## src/rtl/vc_arbiter_pkg.sv

```systemverilog
// Shared definitions for the virtual-channel arbiter: state encodings and
// default datapath geometry.
package vc_arbiter_pkg;

    localparam int BW_DEFAULT = 6;
    localparam int WW_DEFAULT = 4;

    // The word MSB selects the destination FIFO (0 -> D0, 1 -> D1).
    localparam int DEST_BIT = BW_DEFAULT - 1;

    typedef enum logic [1:0] {
        IDLE   = 2'd0,
        SERVE0 = 2'd1,
        SERVE1 = 2'd2
    } arb_state_t;

endpackage

```

## src/rtl/vc_output_stage.sv

```systemverilog
// Two-stage output pipeline: tracks popped words, captures the VC FIFO read
// data one cycle after the pop and steers it into the selected destination.
module vc_output_stage
    import vc_arbiter_pkg::*;
#(
    parameter int BW   = BW_DEFAULT,
    parameter int DEST = DEST_BIT
) (
    input  logic          clk,
    input  logic          reset,
    input  logic          vc0_pop,
    input  logic          vc1_pop,
    input  logic [BW-1:0] vc0_data,
    input  logic [BW-1:0] vc1_data,
    output logic          d0_push,
    output logic          d1_push,
    output logic [BW-1:0] d_data
);

    logic          valid_s1;
    logic          sel_s1;
    logic          valid_s2;
    logic [BW-1:0] data_s2;

    // The pops are mutually exclusive, so the VC1 strobe alone identifies the source.
    always_ff @(posedge clk or negedge reset) begin
        if (!reset) begin
            valid_s1 <= 1'b0;
            sel_s1   <= 1'b0;
        end else begin
            valid_s1 <= vc0_pop | vc1_pop;
            sel_s1   <= vc1_pop;
        end
    end

    always_ff @(posedge clk or negedge reset) begin
        if (!reset) begin
            valid_s2 <= 1'b0;
            data_s2  <= '0;
        end else begin
            valid_s2 <= valid_s1;
            if (valid_s1) begin
                data_s2 <= sel_s1 ? vc1_data : vc0_data;
            end
        end
    end

    assign d_data  = data_s2;
    assign d0_push = valid_s2 & ~data_s2[DEST];
    assign d1_push = valid_s2 &  data_s2[DEST];

endmodule

```

## src/rtl/vc_arbiter.sv

```systemverilog
// Weighted round-robin scheduler between two VC FIFOs feeding two destination
// FIFOs through a registered two-stage pipeline.
module vc_arbiter
    import vc_arbiter_pkg::*;
#(
    parameter int BW = BW_DEFAULT,
    parameter int WW = WW_DEFAULT
) (
    input  logic          clk,
    input  logic          reset,
    input  logic          active,
    input  logic [WW-1:0] weight_vc0,
    input  logic [WW-1:0] weight_vc1,
    input  logic          vc0_empty,
    input  logic          vc1_empty,
    input  logic [BW-1:0] vc0_data,
    input  logic [BW-1:0] vc1_data,
    output logic          vc0_pop,
    output logic          vc1_pop,
    input  logic          d0_almost_full,
    input  logic          d1_almost_full,
    output logic          d0_push,
    output logic          d1_push,
    output logic [BW-1:0] d_data,
    output logic [1:0]    present_state,
    output logic          stall
);

    arb_state_t    state;
    arb_state_t    state_next;
    logic [WW-1:0] credit;
    logic [WW-1:0] credit_next;
    logic          pop0_next;
    logic          pop1_next;
    logic          stall_next;

    logic          blocked;
    logic          serving;
    logic          on_vc1;
    logic          own_empty;
    logic          other_empty;
    logic [WW-1:0] own_load;
    logic [WW-1:0] other_load;
    logic          pop_own;
    logic          turn_end;

    function automatic logic [WW-1:0] load_weight(input logic [WW-1:0] w);
        return (w == '0) ? WW'(1) : w;
    endfunction

    // The destination of the next word is unknown until it is read, so
    // either almost-full flag withholds pops.
    assign blocked = d0_almost_full | d1_almost_full;

    assign serving     = (state == SERVE0) || (state == SERVE1);
    assign on_vc1      = (state == SERVE1);
    assign own_empty   = on_vc1 ? vc1_empty : vc0_empty;
    assign other_empty = on_vc1 ? vc0_empty : vc1_empty;
    assign own_load    = load_weight(on_vc1 ? weight_vc1 : weight_vc0);
    assign other_load  = load_weight(on_vc1 ? weight_vc0 : weight_vc1);

    always_comb begin
        state_next  = state;
        credit_next = credit;
        stall_next  = 1'b0;
        pop_own     = 1'b0;
        turn_end    = 1'b0;

        if (!serving) begin
            if (active && !vc0_empty) begin
                state_next  = SERVE0;
                credit_next = load_weight(weight_vc0);
            end else if (active && !vc1_empty) begin
                state_next  = SERVE1;
                credit_next = load_weight(weight_vc1);
            end
        end else if (!active) begin
            state_next  = IDLE;
            credit_next = '0;
        end else if (own_empty) begin
            turn_end = 1'b1;
        end else if (blocked) begin
            stall_next = 1'b1;
        end else begin
            pop_own = 1'b1;
            if (credit <= WW'(1)) begin
                turn_end = 1'b1;
            end else begin
                credit_next = credit - WW'(1);
            end
        end

        // Prefer the other VC at the end of a turn; a pop issued this cycle
        // has not yet been reflected in the empty flags.
        if (turn_end) begin
            if (!other_empty) begin
                state_next  = on_vc1 ? SERVE0 : SERVE1;
                credit_next = other_load;
            end else if (!own_empty) begin
                credit_next = own_load;
            end else begin
                state_next  = IDLE;
                credit_next = '0;
            end
        end
    end

    assign pop0_next = pop_own & ~on_vc1;
    assign pop1_next = pop_own &  on_vc1;

    always_ff @(posedge clk or negedge reset) begin
        if (!reset) begin
            state   <= IDLE;
            credit  <= '0;
            vc0_pop <= 1'b0;
            vc1_pop <= 1'b0;
            stall   <= 1'b0;
        end else begin
            state   <= state_next;
            credit  <= credit_next;
            vc0_pop <= pop0_next;
            vc1_pop <= pop1_next;
            stall   <= stall_next;
        end
    end

    assign present_state = state;

    vc_output_stage #(
        .BW   (BW),
        .DEST (BW - 1)
    ) u_output_stage (
        .clk      (clk),
        .reset    (reset),
        .vc0_pop  (vc0_pop),
        .vc1_pop  (vc1_pop),
        .vc0_data (vc0_data),
        .vc1_data (vc1_data),
        .d0_push  (d0_push),
        .d1_push  (d1_push),
        .d_data   (d_data)
    );

endmodule

```

## config.mk

```make
export PLATFORM = sky130hd
export DESIGN_NAME = vc_arbiter
export DESIGN_NICKNAME = d
export VERILOG_FILES = /design/src/rtl/vc_arbiter_pkg.sv /design/src/rtl/vc_output_stage.sv /design/src/rtl/vc_arbiter.sv
export SDC_FILE = /design/constraint.sdc
export NUM_CORES = 1
export LEC_CHECK = 0
export ABC_AREA = 1
export CELL_PAD_IN_SITES_DETAIL_PLACEMENT = 0
export CELL_PAD_IN_SITES_GLOBAL_PLACEMENT = 1
export CORE_UTILIZATION = 31
export DETAILED_ROUTE_END_ITERATION = 16
export GPL_ROUTABILITY_DRIVEN = 0
export PLACE_DENSITY = 0.89
export SYNTH_ARGS = -nofsm -noshare
export SYNTH_HDL_FRONTEND = slang
export SYNTH_SLANG_ARGS = --single-unit
```

## constraint.sdc

```tcl
create_clock -name clk -period 1.6 [get_ports clk]
set_input_delay 0.32 -clock clk [delete_from_list [all_inputs] [get_ports clk]]
set_output_delay 0.32 -clock clk [all_outputs]
set_load 0.1 [all_outputs]
```

## Word-level counts from Yosys, hierarchy flattened

Index checks and enable logic that the tools add are counted.

| word-level totals | value |
|---|---|
| input port bits | 27 |
| output and inout bits | 13 |
| logic and storage cells | 75 |
| bits in registers | 18 |

| cells by class | value |
|---|---|
| mux-type cells | 40 |
| reduce and logical (&&, ||, !) cells | 11 |
| bitwise logic cells | 8 |
| order comparisons | 1 |
| add/sub/neg operators | 1 |
| equality and inequality tests | 5 |

Operators by type and width:

| cell | number |
|---|---|
| 4-bit 2-to-1 mux | 16 |
| 4-bit zero test | 4 |
| 2-bit 2-to-1 mux | 8 |
| 1-bit 2-to-1 mux | 15 |
| 4-bit by 3-bit != test with 1-bit output (second input constant) | 2 |
| 6-bit 2-to-1 mux | 1 |
| 1-bit bitwise AND | 4 |
| 4-bit by 1-bit less-or-equal comparator with 1-bit output (second input constant) | 1 |
| 4-bit != test (second input constant) | 1 |
| 4-bit AND reduction | 1 |
| 4-bit nonzero test | 1 |
| 4-bit by 1-bit subtractor with 4-bit output (second input constant) | 1 |
| 2-bit by 1-bit == test with 1-bit output (second input constant) | 1 |
| 2-bit == test (second input constant) | 1 |
| 1-bit logical AND | 2 |
| 1-bit zero test | 2 |
| 1-bit inverter | 2 |
| 1-bit bitwise OR | 2 |
| 1-bit logical OR | 1 |

## Depth between registers and ports, before layout

Gate-level depths: netlist of the first run.

| logic depth | value |
|---|---|
| depth in word-level cells | 8 |
| mapped depth | 12 |
| gate-level depth less buffers | 12 |

## Modules after synthesis

From an unflattened synthesis of the first run, not the netlist that was laid out.

| second synthesis, totals | value |
|---|---|
| cell total of the unflattened synthesis | 219 |
| area total of the unflattened synthesis | 1351.3 µm² |

Modules (own cells, without submodules):

| module | seq. area each (µm²) | area an instance (µm²) | instances | cells an instance |
|---|---|---|---|---|
| vc_arbiter | 225.2 | 932.1 | 1 | 161 |
| vc_output_stage | 225.2 | 419.2 | 1 | 58 |

## Least setup slack after synthesis of the first run

OpenSTA, ideal clock, no wires.

| path | value |
|---|---|
| path type | reg-to-output |
| start | register u_output_stage.data_s2[5] (netlist: u_output_stage.d_data[5]) |
| end | output d0_push |
| setup slack | -0.887 ns |
| arrival | 2.167 ns |
| stages on the path, launching flop included | 2 |
| path buffers | 0 |
| data required time | 1.280 ns |
| path through | dfrtp_1 nor2_1 |

| between the ends | value |
|---|---|
| longest elaborated chain between the ends | 2 |

Ends and longest elaborated chain:

| element | RTL line | text |
|---|---|---|
| start: declaration | vc_output_stage.sv:23 | `logic [BW-1:0] data_s2;` |
| start signal: assignment | vc_output_stage.sv:43 | `data_s2 <= sel_s1 ? vc1_data : vc0_data;` |
| 1-bit inverter | vc_output_stage.sv:49 | `assign d0_push = valid_s2 & ~data_s2[DEST];` |
| 1-bit bitwise AND | vc_output_stage.sv:49 |  |
| end: declaration | vc_arbiter.sv:22 | `output logic d0_push,` |

Every way passes these cells.

## Final worst setup path of the first run

| path | value |
|---|---|
| start | register state[0] (netlist: present_state[0]) |
| end | register credit[3] |

| between the ends | value |
|---|---|
| longest elaborated chain between the ends | 7 |
| elaborated cells between the ends (all ways) | 23 |
| classes of those cells | 5 x eq/ne; 13 x mux; 5 x reduce/logical |

Ends and longest elaborated chain:

| element | RTL line | text |
|---|---|---|
| start: declaration | vc_arbiter.sv:29 | `arb_state_t state;` |
| start signal: assignment | vc_arbiter.sv:119 | `state <= state_next;` |
| 2-bit == test | vc_arbiter.sv:55, vc_arbiter.sv:56 |  |
| 1-bit 2-to-1 mux or 4-bit 2-to-1 mux (tied branches) | vc_arbiter.sv:57, vc_arbiter.sv:59 |  |
| 1-bit 2-to-1 mux or 4-bit zero test (tied branches) | vc_arbiter.sv:80, vc_arbiter.sv:48 |  |
| 1-bit 2-to-1 mux or 4-bit 2-to-1 mux (tied branches) | vc_arbiter.sv:77, vc_arbiter.sv:48 |  |
| 1-bit 2-to-1 mux or 4-bit 2-to-1 mux (tied branches) | vc_arbiter.sv:69, vc_arbiter.sv:99 |  |
| 4-bit != test (no source line), or another cell as far along | n/a |  |
| 4-bit AND reduction (no source line) or 4-bit 2-to-1 mux (tied branches) | n/a |  |
| end signal: assignment | vc_arbiter.sv:120 | `credit <= credit_next;` |
| end: declaration | vc_arbiter.sv:31 | `logic [WW-1:0] credit;` |

Several ways; a longest one is shown, not always the timed one.
A chain may end at the register's enable or synchronous reset.

==> results.json, run 1 <==
{
  "outcome": "finished with violations",
  "violations_in_the_final_reports": "setup timing",
  "critPathLaunch": "present_state[0]",
  "die_height_um": 66.38,
  "clock_skew_ns": 0.002176,
  "antenna_found_initial": 0,
  "ys_dominant_reg_cell": "dfrtp_1",
  "setup.reg_to_reg.worst_slack_ns": -0.01,
  "final_net_count": 288,
  "path_class": "register to register",
  "clock_tree.buffer_depth": 2,
  "post_synth_num_cell_types": 24,
  "clkSlewWorstSetupHoldPaths_ns": 0.06,
  "grt_pass1_vias": 1374,
  "grt_setup_unrepaired": "true",
  "final_antenna_net_count": 0,
  "grtUsageMet2": 0.3151,
  "pin_count": 40,
  "clk-insertion-delay-late_ns": 0.25,
  "cts-root-buf": "clkbuf_8",
  "timing.final.ws_setup_ns": -0.01052,
  "worst-endpoint-arrival_ns": 1.75,
  "synthDominantCellAreaShare": 0.3505,
  "drt_first_pass_iters": 4,
  "grt_use_total": 0.1653,
  "irDropWorstVdd_mv": 0.6194,
  "port-buffer-count": 39,
  "drt-total-wl_um": 3314,
  "place.detailed.hpwl_um": 2670,
  "ys_seq_area_frac": 0.3505,
  "timing.critical_path.to_type": "register",
  "die_width_um": 66.38,
  "place_inst": 300,
  "finalSetupViolCount": 1,
  "postSynth.asyncResetShare": 1.000,
  "maxCapViolCount": 0,
  "globalRoute.totalOverflow": 0,
  "drt_drc_violations_left": 0,
  "detailedPlace.worstSlack_ns": -0.1820,
  "syn-instance-count": 201,
  "post-synth-top-area-cell": "dfrtp_1",
  "antenna-diode-count": 0,
  "drive_above_1_share": 0.2179,
  "fmax_ghz": 0.6209,
  "synth_area_per_cell_um2": 6.393,
  "synth.area.top_cells": "dfrtp_1, nand2_1, inv_1, nor2_1, nand3_1",
  "cp-start-kind": "register",
  "relSlewSlack": 0.7371,
  "critPathRequiredTime_ns": 1.74,
  "fin_crit_ns": 1.611,
  "worst_pin_slew_ns": 0.3943,
  "syn-cell-area_um2": 1285,
  "wire_length_of_the_first_global_routing_pass_um": 5664,
  "hold_path.class": "input port to async pin",
  "synth_seq_cells": 18,
  "period_share": 1.007,
  "worst_setup_path_endpoint": "credit[3]",
  "drt-wirelength-per-cell_um": 10.79,
  "critical_path_peak_fanout": 13,
  "power_density_nw_per_um2": 1822,
  "design.core.area_um2": 4000,
  "postSynthNetCount": 231,
  "floorplan.die_area_um2": 4406,
  "clock_sinks": 18,
  "r2r_cells": 12,
  "synth_enable_flop_cells": 0,
  "fin_cells": 307,
  "via_per_inst": 4.557,
  "cts_buffers": 3,
  "number_of_hold_violations_in_the_final_report": 0,
  "worstReg2RegStart": "present_state[0]",
  "slew_viol_final": 0,
  "hold_buffers": 0,
  "initial_core_util": 0.3212,
  "yosys_synthesis_warning_count": 0,
  "vias": 1399,
  "placementRows": 23,
  "grt-busiest-layer": "met2",
  "static-leakage-power_nw": 1.030,
  "tritoncts": "built",
  "num-fill-cells": 387,
  "met3_resource_use_gr": 0.01897,
  "grtUsageMet1": 0.1847,
  "syn_to_final_growth_pct": 64.17,
  "detailedRoute.firstIterationViolations": 22,
  "regToRegEndpoint": "credit[3]",
  "h-tree-depth": 1,
  "grt_max_degree": 19
}
[cell type report]
type	count	area, um^2	area share
multi-input combinational	149	770.7	0.3654
clock buffer	4	45.04	0.02135
sequential	18	459.2	0.2177
timing repair buffer	54	645.6	0.3061
inverter	32	126.4	0.05991
tap	50	62.56	0.02966
[layout by cell type (no fill, tap or decap), types with 3 or more instances in the layout]
cell type,instances
a31oi_1,6
buf_4,14
nor2_4,3
dfrtp_1,15
nand2_1,80
o21ai_0,8
inv_1,25
clkdlybuf4s50_1,26
buf_12,14
inv_2,5
clkbuf_8,3
o21ai_1,4
nor2_1,16
nand3_1,12
[what timing repair did]
item / 4_1_cts / 5_1_grt
cloned: 1 / 0
endpoints found under the setup margin: 5 / 6
buffers inserted: 2 / 0
pin swaps: 2 / 3
gates resized for setup: 2 / 11
[cell families after synthesis]
family,after synthesis,synth area share
compound gates,25,0.1276
buf+inv,35,0.1110
fa+ha+maj,3,0.02921
simple gates,120,0.3817
flops,18,0.3505
[metrics by stage]
stage / util / hold WS (ns) / total power [mW] / TNS, ns / instance area, um^2
after floorplan: - / 0.02441 / 2.470 / -0.3755 / 1323
after global placement: 0.4952 / 0.4345 / 3.357 / -0.8339 / 1981
after detailed placement: 0.4952 / 0.4378 / 3.391 / -0.9088 / 1981
after CTS: 0.5180 / 0.4139 / 3.789 / -0.02669 / 2072
after global routing: 0.5274 / 0.4190 / 4.111 / -0.5398 / 2110
final: 0.5274 / 0.4051 / 3.843 / -0.01052 / 2110
[critical path, cell delays in order (launching register included)]
cell and delay, ns:
dfrtp_4 0.49, inv_4 0.07, ha_4 0.19, buf_4 0.19, nand2_1 0.06, nand2_1 0.09, inv_1 0.04, nand3_1 0.05
o21ai_0 0.08, nand2_1 0.07, nand2_1 0.06, nand2_1 0.06, nand2_1 0.05
[state kept, by name, indices dropped and copies added (netlist names)]
| name | flops |
|---|---|
| vc0_pop | 1 |
| stall | 1 |
| credit | 4 |
| u_output_stage.sel_s1 | 1 |
| u_output_stage.valid_s2 | 1 |
| u_output_stage.d_data | 6 |
| vc1_pop | 1 |
| present_state | 2 |
| u_output_stage.valid_s1 | 1 |
[cells in the mapped netlist (2+ instances only)]
library cell,instances
inv_2,2
dfrtp_1,18
nor2_2,2
a21oi_1,2
nor2_1,19
inv_1,30
o211ai_1,2
o21ai_0,10
o21ai_1,2
nand2_1,81
ha_1,3
nand3_1,13
a31oi_1,6
[power breakdown]
part | switching [mW] | internal [mW]
Combinational | 1.68 | 1.04
Clock | 0.139 | 0.176
Sequential | 0.176 | 0.631
[worst min-delay path by stage]
stage	slack (ns)	depth (start not counted)	to
final	0.41	2	u_output_stage.valid_s2
after global placement	0.43	0	u_output_stage.sel_s1
after floorplan	0.02	0	credit[0]
after CTS	0.41	2	u_output_stage.d_data[4]
after detailed placement	0.44	0	u_output_stage.sel_s1
after global routing	0.42	2	u_output_stage.d_data[4]
[per-layer routing]
layer / part of all wire / wire length (um)
met4: 0.014 / 47
met3: 0.057 / 190
met1: 0.43 / 1438
met2: 0.49 / 1637
met5: 0 / 0
Power figures use the tool's default switching activity.
==> run 2: changes to the inputs <==
Settings changed: ABC_AREA 1 to default, CORE_UTILIZATION 31 to 33, PLACE_DENSITY 0.89 to 0.9.
==> run 2 against run 1 <==
Cell area fell by 0.59%. First-iteration DRC count rose to 2.6 times the previous value. Critical path depth fell by 5. The run still ends with setup timing left. Clock skew about the same. Maximum frequency is 12% lower. Hold slack lost 0.060 ns. Area after synthesis fell by 8.7%.
==> results.json, run 2 <==
{
  "most_used_cells_in_the_layout_excluding_fill_and_tap_cells": "buf_4, clkdlybuf4s50_1, dfrtp_1",
  "vias": 1246,
  "drt-total-wl_um": 3408,
  "critPathRequiredTime_ns": 1.77,
  "grtUsageMet2": 0.3303,
  "grtUsageMet1": 0.1987,
  "worst-endpoint-arrival_ns": 2.01,
  "yosysMostFrequentCell": "dfrtp_1",
  "final_tns_setup_ns": -1.047,
  "swShare": 0.4834,
  "crit_path_top_delay_cell": "dfrtp_4",
  "syn_to_final_growth_pct": 78.68,
  "pwr-share-seq": 0.199,
  "irDropWorstVdd_mv": 0.6101,
  "syn-instance-count": 128,
  "path_class": "register to register",
  "syn-cell-area_um2": 1174,
  "power_density_nw_per_um2": 1891,
  "power_consumption_mw": 3.966,
  "die_width_um": 61.64,
  "grt_max_degree": 19,
  "fin_hold_ws_ns": 0.3456,
  "outcome": "finished with violations",
  "pin_count": 40,
  "drt-wirelength-per-cell_um": 13.91,
  "place_inst": 237,
  "worst_pin_slew_ns": 0.4239,
  "clock_sinks": 18,
  "port-buffer-count": 39,
  "synth_enable_flop_cells": 0,
  "crit_top_cell": "a211oi_2",
  "postSynthNetCount": 158,
  "fin_util": 0.6235,
  "p_comb_frac": 0.732,
  "detailedRoute.firstIterationViolations": 57,
  "critical_path_peak_fanout": 3,
  "maxCapViolCount": 0,
  "power_switching_mw": 1.917,
  "mostFrequentLayoutCell": "buf_4",
  "synth_area_per_cell_um2": 9.169,
  "via_per_inst": 5.086,
  "yosys_synthesis_warning_count": 0,
  "design.core.area_um2": 3363,
  "grt_pass1_vias": 1248,
  "wire_length_of_the_first_global_routing_pass_um": 5057,
  "globalRoute.totalOverflow": 0,
  "internal-power_mw": 2.049,
  "cts_buffers": 3,
  "timing.final.ws_setup_ns": -0.2373,
  "tritoncts": "built",
  "clkPwrFrac": 0.069,
  "fin_crit_ns": 1.837,
  "floorplan.die_area_um2": 3799,
  "ys_seq_area_frac": 0.3838,
  "h-tree-depth": 1,
  "antenna-diode-count": 0,
  "synth_seq_cells": 18,
  "number_of_hold_violations_in_the_final_report": 0,
  "max_stage_delay_ns": 0.51,
  "synthDominantCellAreaShare": 0.3838,
  "place.detailed.hpwl_um": 2594,
  "slew_viol_final": 0,
  "cp-start-kind": "register",
  "fmax_ghz": 0.5443,
  "static-leakage-power_nw": 0.8894,
  "period_share": 1.148,
  "clk-insertion-delay-late_ns": 0.29,
  "drt_first_pass_iters": 4,
  "antenna_found_initial": 0,
  "clock_skew_ns": 0.001831,
  "fin_cells": 245,
  "path_delay_family": "compound AO/OA/AOI/OAI gates",
  "netlist_top_cells_count": "dfrtp_1, a21oi_1, nor2_1",
  "drive_above_1_share": 0.3668,
  "synth.area.top_cells": "dfrtp_1, a21oi_1, mux2i_1, nor2_1, ha_1",
  "timing.critical_path.to_type": "register",
  "violations_in_the_final_reports": "setup timing",
  "grt_use_total": 0.1810,
  "largest_reg_flops": 6,
  "critical_path.n_buffers_inverters": 1,
  "clock_tree.buffer_depth": 2,
  "final_antenna_net_count": 0,
  "postSynth.asyncResetShare": 1.000,
  "die_height_um": 61.64,
  "placementRows": 21,
  "drt_drc_violations_left": 0,
  "post-synth-top-area-cell": "dfrtp_1",
  "initial_core_util": 0.3490,
  "cts-root-buf": "clkbuf_4",
  "final_net_count": 230,
  "ys_dominant_reg_cell": "dfrtp_1",
  "relSlewSlack": 0.7150,
  "grt_setup_unrepaired": "true",
  "hold_path.class": "input port to async pin",
  "post_synth_num_cell_types": 39,
  "grt-busiest-layer": "met2",
  "met3_resource_use_gr": 0.02311,
  "clkSlewWorstSetupHoldPaths_ns": 0.10,
  "finalSetupViolCount": 6,
  "path_cells": "inv_4, ha_4, mux2_4, o21bai_4, o21a_1, a211oi_2, a211oi_2"
}
==> run 2: timing repair <==
action	CTS	global route
buffers inserted	3	1
endpoints found under the hold margin	0	0
hold buffers	0	0
pin swaps	7	3
endpoints found under the setup margin	6	6
gates resized for setup	10	2
==> run 2: per-layer routing <==
metal / part of all wire / vias up
met5: 0 / -
met4: 0.013 / 0
met3: 0.074 / 6
met2: 0.51 / 65
met1: 0.40 / 566
li1: - / 609
==> run 2: worst paths after layout <==
path | end | cells after the start | slack (ns) | startpoint
max in group asynchronous | present_state[1] | 2 | 1.04 | reset
worst max-delay path | credit[0] | 7 | -0.24 | present_state[0]
worst max register to register | credit[0] | 7 | -0.24 | present_state[0]
min in group clk | u_output_stage.sel_s1 | 0 | 0.46 | vc1_pop
worst min register to register | u_output_stage.sel_s1 | 0 | 0.46 | vc1_pop
worst min-delay path | u_output_stage.d_data[2] | 2 | 0.35 | reset
==> run 2: kinds of logic (layout without fill, tap and decap cells) <==
logic type | count (synthesis) | in the layout | synth area share
AOI/OAI and AO/OA | 42 | 42 | 0.2505
and+or+nand+nor | 41 | 41 | 0.1791
DFF | 18 | 18 | 0.3838
buffers and inverters | 15 | 86 | 0.07569
muxes | 7 | 7 | 0.06396
adders and majority gates | 3 | 3 | 0.03199
xor gates and xnor gates | 2 | 2 | 0.01493
==> run 2: power by group through the flow <==
stage	clock network, mW	logic, mW	registers [mW]
final	0.274	2.90	0.788
after CTS	0.284	2.79	0.787
after global routing	0.309	3.06	0.808
after global placement	0	2.57	0.787
after floorplan	0	0.980	1.45
after detailed placement	0	2.63	0.793
==> run 2: worst register-to-register path: stages, from the launching register on <==
cell,delay (ns)
dfrtp_4,0.51
inv_4,0.07
ha_4,0.13
mux2_4,0.33
o21bai_4,0.19
o21a_1,0.20
a211oi_2,0.21
a211oi_2,0.09
==> run 2: cell type report <==
cell class | instances | area (um^2)
clock buffer | 4 | 36.28
fill | 293 | 1266
inverter | 8 | 32.53
multi-input combinational | 95 | 720.7
sequential | 18 | 459.2
tap | 46 | 57.56
timing repair buffer | 74 | 790.8
==> run 2: through the flow <==
step	worst slack [ns]	area (um^2)
after floorplan	-0.3412	1215
after CTS	-0.1688	2072
after detailed placement	-0.4347	1967
after global routing	-0.3474	2097
final	-0.2373	2097
after global placement	-0.3987	1967
==> run 3: changes to the inputs <==
Settings changed: CTS_CLUSTER_DIAMETER from default to 80.
==> results of run 3 <==
No change in the layout: final DEF, timing and power equal those of run 2.
